`config.mk`:
```
export PLATFORM = sky130hd
export DESIGN_NAME = peripheral_ahb_memtest_master
export DESIGN_NICKNAME = d
export VERILOG_FILES = /design/src/rtl/peripheral_ahb_memtest_master.sv
export SDC_FILE = /design/constraint.sdc
export NUM_CORES = 1
export LEC_CHECK = 0
export BUFFER_PORTS_ARGS = -buffer_cell sky130_fd_sc_hd__clkbuf_2
export CELL_PAD_IN_SITES_DETAIL_PLACEMENT = 2
export CELL_PAD_IN_SITES_GLOBAL_PLACEMENT = 2
export CORE_MARGIN = 1
export CORE_UTILIZATION = 35
export CTS_CLUSTER_SIZE = 25
export DETAILED_ROUTE_END_ITERATION = 8
export PLACE_DENSITY = 0.95
export SYNTH_ARGS = -nofsm -noshare
export SYNTH_HDL_FRONTEND = slang
export SYNTH_SLANG_ARGS = --single-unit
```
`constraint.sdc`:
```
create_clock -name HCLK -period 8.15 [get_ports HCLK]
set_input_delay 0.815 -clock HCLK [delete_from_list [all_inputs] [get_ports HCLK]]
set_output_delay 0.815 -clock HCLK [all_outputs]
set_load 0.01 [all_outputs]
```
`src/rtl/peripheral_ahb_memtest_master.sv`:
```
// rtl/peripheral_ahb_memtest_master.sv - AHB-Lite memory test master: pattern fill, read-back, mismatch count
// Define PERIPHERAL_MEMTEST_ADDR_PATTERN_EN to use seed XOR byte address as the pattern.
module peripheral_ahb_memtest_master #(
  parameter int PLEN  = 8,
  parameter int XLEN  = 32,
  parameter int CNT_W = 8
) (
  input  logic             HRESETn,
  input  logic             HCLK,
  input  logic             start,
  input  logic [PLEN-1:0]  base,
  input  logic [CNT_W-1:0] count,
  input  logic [XLEN-1:0]  seed,
  output logic             busy,
  output logic             done,
  output logic             bus_err,
  output logic [15:0]      err_cnt,
  output logic [PLEN-1:0]  first_err_addr,
  output logic             HSEL,
  output logic [PLEN-1:0]  HADDR,
  output logic [XLEN-1:0]  HWDATA,
  output logic             HWRITE,
  output logic [2:0]       HSIZE,
  output logic [2:0]       HBURST,
  output logic [3:0]       HPROT,
  output logic [1:0]       HTRANS,
  output logic             HMASTLOCK,
  input  logic [XLEN-1:0]  HRDATA,
  input  logic             HREADY,
  input  logic             HRESP
);

  localparam int BYTES = XLEN / 8;
  localparam int ALIGN = $clog2(BYTES);

  typedef enum logic [2:0] {S_IDLE, S_WR, S_WDRAIN, S_RD, S_RDRAIN, S_FIN} state_t;

  state_t           state_q, state_d;
  logic [PLEN-1:0]  base_q, base_d;
  logic [CNT_W-1:0] count_q, count_d;
  logic [XLEN-1:0]  seed_q, seed_d;
  logic [CNT_W-1:0] idx_q, idx_d;
  logic [CNT_W-1:0] rd_idx_q, rd_idx_d;
  logic             rd_pend_q, rd_pend_d;
  logic [XLEN-1:0]  hwdata_q, hwdata_d;
  logic [15:0]      err_cnt_q, err_cnt_d;
  logic [PLEN-1:0]  first_err_q, first_err_d;
  logic             bus_err_q, bus_err_d;

  logic [PLEN-1:0]  wr_addr, rd_addr;
  logic [XLEN-1:0]  wr_pat, rd_pat;
  logic             last, active, slave_err;

  assign wr_addr = base_q + (PLEN'(idx_q) << ALIGN);
  assign rd_addr = base_q + (PLEN'(rd_idx_q) << ALIGN);
  assign last    = (idx_q == count_q - CNT_W'(1));
  assign active  = (state_q == S_WR) || (state_q == S_RD);
  // First cycle of the two-cycle ERROR response; abandon the test at once.
  assign slave_err = (state_q inside {S_WR, S_WDRAIN, S_RD, S_RDRAIN}) && !HREADY && HRESP;

`ifdef PERIPHERAL_MEMTEST_ADDR_PATTERN_EN
  assign wr_pat = seed_q ^ XLEN'(wr_addr);
  assign rd_pat = seed_q ^ XLEN'(rd_addr);
`else
  assign wr_pat = seed_q + XLEN'(idx_q);
  assign rd_pat = seed_q + XLEN'(rd_idx_q);
`endif

  always_comb begin
    state_d     = state_q;
    base_d      = base_q;
    count_d     = count_q;
    seed_d      = seed_q;
    idx_d       = idx_q;
    rd_idx_d    = rd_idx_q;
    rd_pend_d   = rd_pend_q;
    hwdata_d    = hwdata_q;
    err_cnt_d   = err_cnt_q;
    first_err_d = first_err_q;
    bus_err_d   = bus_err_q;

    case (state_q)
      S_IDLE: begin
        if (start) begin
          if (count == '0) begin
            state_d = S_FIN;
          end else begin
            base_d      = base & ~PLEN'(BYTES - 1);
            count_d     = count;
            seed_d      = seed;
            idx_d       = '0;
            rd_pend_d   = 1'b0;
            err_cnt_d   = '0;
            first_err_d = '0;
            bus_err_d   = 1'b0;
            state_d     = S_WR;
          end
        end
      end
      S_WR: begin
        if (HREADY) begin
          hwdata_d = wr_pat;
          idx_d    = idx_q + CNT_W'(1);
          if (last) state_d = S_WDRAIN;
        end
      end
      S_WDRAIN: begin
        if (HREADY) begin
          idx_d   = '0;
          state_d = S_RD;
        end
      end
      S_RD: begin
        if (HREADY) begin
          rd_pend_d = 1'b1;
          rd_idx_d  = idx_q;
          idx_d     = idx_q + CNT_W'(1);
          if (last) state_d = S_RDRAIN;
        end
      end
      S_RDRAIN: begin
        if (HREADY) begin
          rd_pend_d = 1'b0;
          state_d   = S_FIN;
        end
      end
      S_FIN:   state_d = S_IDLE;
      default: state_d = S_IDLE;
    endcase

    // Read data phase completes in RD or RDRAIN while the next address phase may overlap.
    if ((state_q == S_RD || state_q == S_RDRAIN) && HREADY && rd_pend_q && (HRDATA != rd_pat)) begin
      if (err_cnt_q != 16'hFFFF) err_cnt_d = err_cnt_q + 16'd1;
      if (err_cnt_q == 16'd0) first_err_d = rd_addr;
    end

    if (slave_err) begin
      bus_err_d = 1'b1;
      rd_pend_d = 1'b0;
      state_d   = S_FIN;
    end
  end

  always_ff @(posedge HCLK or negedge HRESETn) begin
    if (!HRESETn) begin
      state_q     <= S_IDLE;
      base_q      <= '0;
      count_q     <= '0;
      seed_q      <= '0;
      idx_q       <= '0;
      rd_idx_q    <= '0;
      rd_pend_q   <= 1'b0;
      hwdata_q    <= '0;
      err_cnt_q   <= '0;
      first_err_q <= '0;
      bus_err_q   <= 1'b0;
    end else begin
      state_q     <= state_d;
      base_q      <= base_d;
      count_q     <= count_d;
      seed_q      <= seed_d;
      idx_q       <= idx_d;
      rd_idx_q    <= rd_idx_d;
      rd_pend_q   <= rd_pend_d;
      hwdata_q    <= hwdata_d;
      err_cnt_q   <= err_cnt_d;
      first_err_q <= first_err_d;
      bus_err_q   <= bus_err_d;
    end
  end

  assign busy           = state_q inside {S_WR, S_WDRAIN, S_RD, S_RDRAIN};
  assign done           = (state_q == S_FIN);
  assign bus_err        = bus_err_q;
  assign err_cnt        = err_cnt_q;
  assign first_err_addr = first_err_q;

  assign HSEL      = active;
  assign HADDR     = wr_addr;
  assign HWDATA    = hwdata_q;
  assign HWRITE    = (state_q == S_WR);
  assign HTRANS    = !active ? 2'b00 : ((idx_q == '0) ? 2'b10 : 2'b11);
  assign HSIZE     = (XLEN == 64) ? 3'b011 : 3'b010;
  assign HBURST    = 3'b001;
  assign HPROT     = 4'b0011;
  assign HMASTLOCK = 1'b0;

endmodule

```
After elaboration in Yosys (flattened, before gate mapping):

Cells that the tools add are included.

* RAM bits: 0
* memories kept: 0
* bits of input ports: 85
* latch bits: 0
* register bits: 123
* output and inout bits: 82
* logic and storage cells: 100
* memory bits (read-only): 0

* $lt $le $gt $ge: 0
* div/mod/pow operators: 0
* add/subtract/negate cells: 7
* shift operators: 0
* mux-type cells: 35
* bitwise gates (word level): 1
* reductions and logical operators: 25
* equal/unequal tests: 21
* multiply operators: 0

Operators with widths (count)
* 16-bit 2-to-1 mux: 5
* 8-bit 2-to-1 mux: 9
* 32-bit by 8-bit adder with 32-bit output: 2
* 32-bit inequality test: 1
* 3-bit 2-to-1 mux: 9
* 8-bit one-hot mux with 3 select lines: 1
* 3-bit inequality test, second input constant: 6
* 16-bit by 1-bit adder with 16-bit output, second input constant: 1
* 8-bit adder: 2
* 16-bit zero test: 1
* 8-bit zero test: 2
* 16-bit inequality test, second input constant: 1
* 3-bit one-hot mux with 5 select lines: 1
* 5-bit AND reduction: 2
* 8-bit by 1-bit adder with 8-bit output, second input constant: 1
* 8-bit equality test: 1
* 1-bit 2-to-1 mux: 8
* 2-bit inequality test, second input constant: 4
* 4-bit nonzero test: 2
* 8-bit by 1-bit subtractor with 8-bit output, second input constant: 1
* 7-bit AND reduction: 1
* 3-bit by 2-bit equality test with 1-bit output, second input constant: 2
* 3-bit equality test, second input constant: 2
* 3-bit by 1-bit inequality test with 1-bit output, second input constant: 2
* 14 further kinds: 22

Logic depth before layout (Yosys ltp):

* depth after elaboration: 6
* depth in mapped cells: 13
* gate-level depth less buffers: 12

Least setup slack after synthesis:

OpenSTA, ideal clock, no wires.

* path type: register -> register
* from: reg seed_q[0]
* to: reg err_cnt_q[1], in the netlist err_cnt[1]
* arrival time: 3.299 ns
* required time: 8.071 ns
* cell stages (with the launch flop): 13
* setup slack: 4.772 ns
* library setup time: 0.079 ns
* cell sequence: dfrtp_1 ha_1 fa_1 a211oi_1 or3_1 nand4_1 or4_1 nor4_1 o2111ai_1 nor3_4 or2_1 buf_6 mux2i_1

* word-level cells in the longest chain between the ends: 4

Ends and longest elaborated chain
* start: declaration: line 41 `logic [XLEN-1:0] seed_q, seed_d;`
* start signal: assignment: line 149 `seed_q <= '0;`
* start signal: assignment: line 161 `seed_q <= seed_d;`
* 32-bit by 8-bit adder with 32-bit output: line 66 `assign rd_pat = seed_q + XLEN'(rd_idx_q);`
* 32-bit inequality test: line 132 `if ((state_q == S_RD || state_q == S_RDRAIN) && HREADY && rd_pend_q && (HRDATA != rd_pat)) begin`
* 1-bit logical AND: line 132
* 16-bit 2-to-1 mux: line 132
* named net err_cnt_d[1]: line 46 `logic [15:0] err_cnt_q, err_cnt_d;`
* end signal: assignment: line 166 `err_cnt_q <= err_cnt_d;`
* end: declaration: line 46

The timed path passes the listed nets, and every way through them passes these cells.
A chain may end at the register's enable or synchronous reset.

Worst setup path after layout:

Ends and elaborated chain as after synthesis.

==> impl_metrics.csv <==
group,metric,value,unit
outcome,status,"finished clean",
sta,layout_worst_path_cycle_share,52.7,%
placed_design,dp_cells,1359,
synth,synth_area,0.00817,mm2
worst_setup_path,crit_type,"reg -> reg",
clock_tree,cts_resized,0,
synth,avgSynthCellArea,8.61,um2
sta,hold_viol_final,0,
placed_design,dp_slack,3.87,ns
die,core_area,0.0228,mm2
sta,tns,0,ns
layout,multi_input_area,0.00465,mm2
die,die-area,0.0240,mm2
layout,regArea,0.00308,mm2
synth,synth_area_leaders,"dfrtp_1, nand2_1, xor2_1",
die,initial_core_util,35.9,%
placed_design,hpwl,21.8,mm
global_routing,grt.overflow.total,0,
sta,finalSetupViolCount,0,
synth,synth_top_area_share,37.7,%
global_routing,first_global_vias,8406,
global_routing,grt_max_degree,75,
global_routing,gr-usage-all-layers,26.3,%
die,chipHeight,155,um
clock_tree,cts_hold_buf,0,
layout,stdcell_count,1392,
power_and_ir_drop,powerDensity,393,mW/mm2
detailed_routing,avgRoutedWirePerCell,21.8,um
sta,post-route-min-period,4.29,ns
worst_setup_path,required,8.51,ns
worst_setup_path,slowest_delay,0.50,ns
worst_setup_path,critPathSlowestCell,"a211oi_1",
worst_setup_path,crit_arrival,4.66,ns
synth,ys_types,67,
clock_tree,tritoncts,"built",
sta,worst_pin_slew,1.16,ns
layout,nets,1185,
global_routing,grt_pass1_wl,48.2,mm
die,rows,55,
placed_design,numPortBuffers,151,
job,maxCapViolCount,0,
sta,fmax,0.233,GHz
clock_tree,cts_buffer_depth,2,
sta,finalWorstSetupSlack,3.86,ns
power_and_ir_drop,p_leak,4.51,nW
synth,synth_most_common_cell,"nand2_1",
detailed_routing,drt_iter0_drc,414,
sta,clock_skew,0.0123,ns
sta,final_max_slew_viol_count,0,
synth,synth_top_area_cell,"dfrtp_1",
clock_tree,cts_root_buf,"clkbuf_16",
worst_hold_path,hp-class,"in -> async",
die,top_level_ports,167,
detailed_routing,wl,30.4,mm
detailed_routing,routed_via_density,5.48,
clock_tree,postCtsSetupBuffers,0,
layout,areaGrowthSynthToFinish,18.2,%
detailed_routing,ant_nets,0,
layout,drive_above_1_share,20.2,%
worst_setup_path,setup.worst_path.start_class,"flop",
synth,synth-edff-count,0,
synth,postSynth.asyncResetShare,100,%
worst_setup_path,worstPathMaxFanout,18,
synth,synth-main-ff-cell,"dfrtp_1",
synth,postSynthCellCount,949,
clock_tree,clk_latency,0.44,ns
worst_setup_path,path_cells,"ha_1 -> fa_1 -> a211oi_1 -> or3_1 -> nand4_1 -> or4_1 -> nor4_1 -> o2111ai_1 -> nor3_4 -> buf_4 -> or2_1 -> mux2i_1",
synth,yosys-top-cells-count,"nand2_1, dfrtp_1, o21ai_0",
sta,slew_headroom,22.2,%
sta,rsz0062_at_grt,"false",
placed_design,gp_congestion,0.891,
worst_setup_path,critPathCaptureType,"flop",
synth,yosysWarnings,0,
layout,fillers,2591,
sta,whs,0.406,ns
power_and_ir_drop,p_total,3.79,mW
synth,synth-seq-area-share,37.7,%
global_routing,antenna_found_initial,1,
die,die_w,155,um
detailed_routing,firstDrtPassIters,4,
synth,ys_ff_latch,123,
clock_tree,cts_buffers,17,
clock_tree,cts_max_level,4,
clock_tree,clkSlewWorstSetupHoldPaths,0.07,ns
power_and_ir_drop,vdd_drop_max,0.239,mV
clock_tree,clkSinkCount,123,
detailed_routing,drc,0,
detailed_routing,vias,7623,
[stage by stage]
stage	cell area [um2]	utilization [%]
final	9650	42.4
after global routing	9650	42.4
after floorplan	8210	-
after CTS	9650	42.4
after detailed placement	9050	39.7
after global placement	9050	39.7
[kinds of logic after synthesis]
group / count (synthesis) / synth area share, %
and+or+nand+nor: 377 / 22.2
AOI/OAI and AO/OA: 187 / 14.6
DFF: 123 / 37.7
buffers and inverters: 104 / 6.02
xor gates and xnor gates: 93 / 9.97
adders and majority gates: 35 / 5.73
muxes: 28 / 3.68
other: 2 / 0.0919
[critical path: cells and delay by family, from the launching register on]
family	cells	cell delay [ns]
fa+ha+maj	2	0.68
compound gates	2	0.79
buf+inv	1	0.29
flops	1	0.40
mux	1	0.25
simple gates	6	1.82
[worst paths after layout]
path | from | to | slack, ns | cells past startpoint
max | seed_q[0] | err_cnt[1] | 3.86 | 12
min | HRESETn | HWDATA[13] | 0.41 | 1
max reg2reg | seed_q[0] | err_cnt[1] | 3.86 | 12
min reg2reg | HWDATA[1] | HWDATA[1] | 0.49 | 2
max in group asynchronous | HRESETn | first_err_addr[1] | 6.24 | 2
min in group HCLK | HWDATA[1] | HWDATA[1] | 0.49 | 2
[state kept, by name (all words and copies together) (netlist names)]
| signal | flops |
|---|---|
| HWDATA | 32 |
| seed_q | 32 |
| err_cnt | 16 |
| count_q | 8 |
| first_err_addr | 8 |
| idx_q | 8 |
| rd_idx_q | 8 |
| base_q | 6 |
| state_q | 3 |
| bus_err | 1 |
| rd_pend_q | 1 |
[cell type report]
cell class | instances | area share [%]
inverter | 32 | 1.24
clock inverter | 14 | 1.66
multi-input combinational | 733 | 48.2
clock buffer | 18 | 4.55
timing repair buffer | 158 | 8.40
tap | 313 | 4.06
antenna | 1 | 0.0259
sequential | 123 | 31.9
[layer usage]
| layer | GRT usage, % | up-vias | part of all wire, % |
|---|---|---|---|
| met2 | 48.1 | 218 | 53 |
| met4 | 8.82 | 0 | 1.5 |
| met3 | 4.03 | 39 | 5.0 |
| li1 | - | 3514 | - |
| met1 | 31.4 | 3852 | 40 |
| met5 | 0 | - | 0 |
[layout by cell type, fill, tap and decap left out, types with 6 or more instances in the layout]
master / n
mux2i_1: 12
and4_1: 6
nor3_1: 14
nor4_1: 6
nor2_1: 29
or3_1: 8
conb_1: 13
clkbuf_2: 150
nand2_1: 199
a21o_1: 9
or4_1: 6
o211ai_1: 6
ha_1: 31
mux2_2: 16
dfrtp_1: 123
a211oi_1: 10
nand3_1: 29
and3_1: 11
inv_1: 32
o21ai_0: 58
o31ai_1: 7
a21oi_1: 39
xnor2_1: 46
nand4_1: 23
nor3b_1: 8
buf_4: 8
o21bai_1: 7
a31oi_1: 6
xor2_1: 47
clkbuf_16: 17
a31o_1: 7
nand3b_1: 6
[power by group]
part	switching (mW)	leakage [nW]	internal [mW]
combinational	1.07	2.65	0.705
sequential	0.375	1.57	0.841
clock	0.334	0.286	0.465
total	1.78	4.51	2.01
Note: power is estimated with default switching activity, not from simulation.
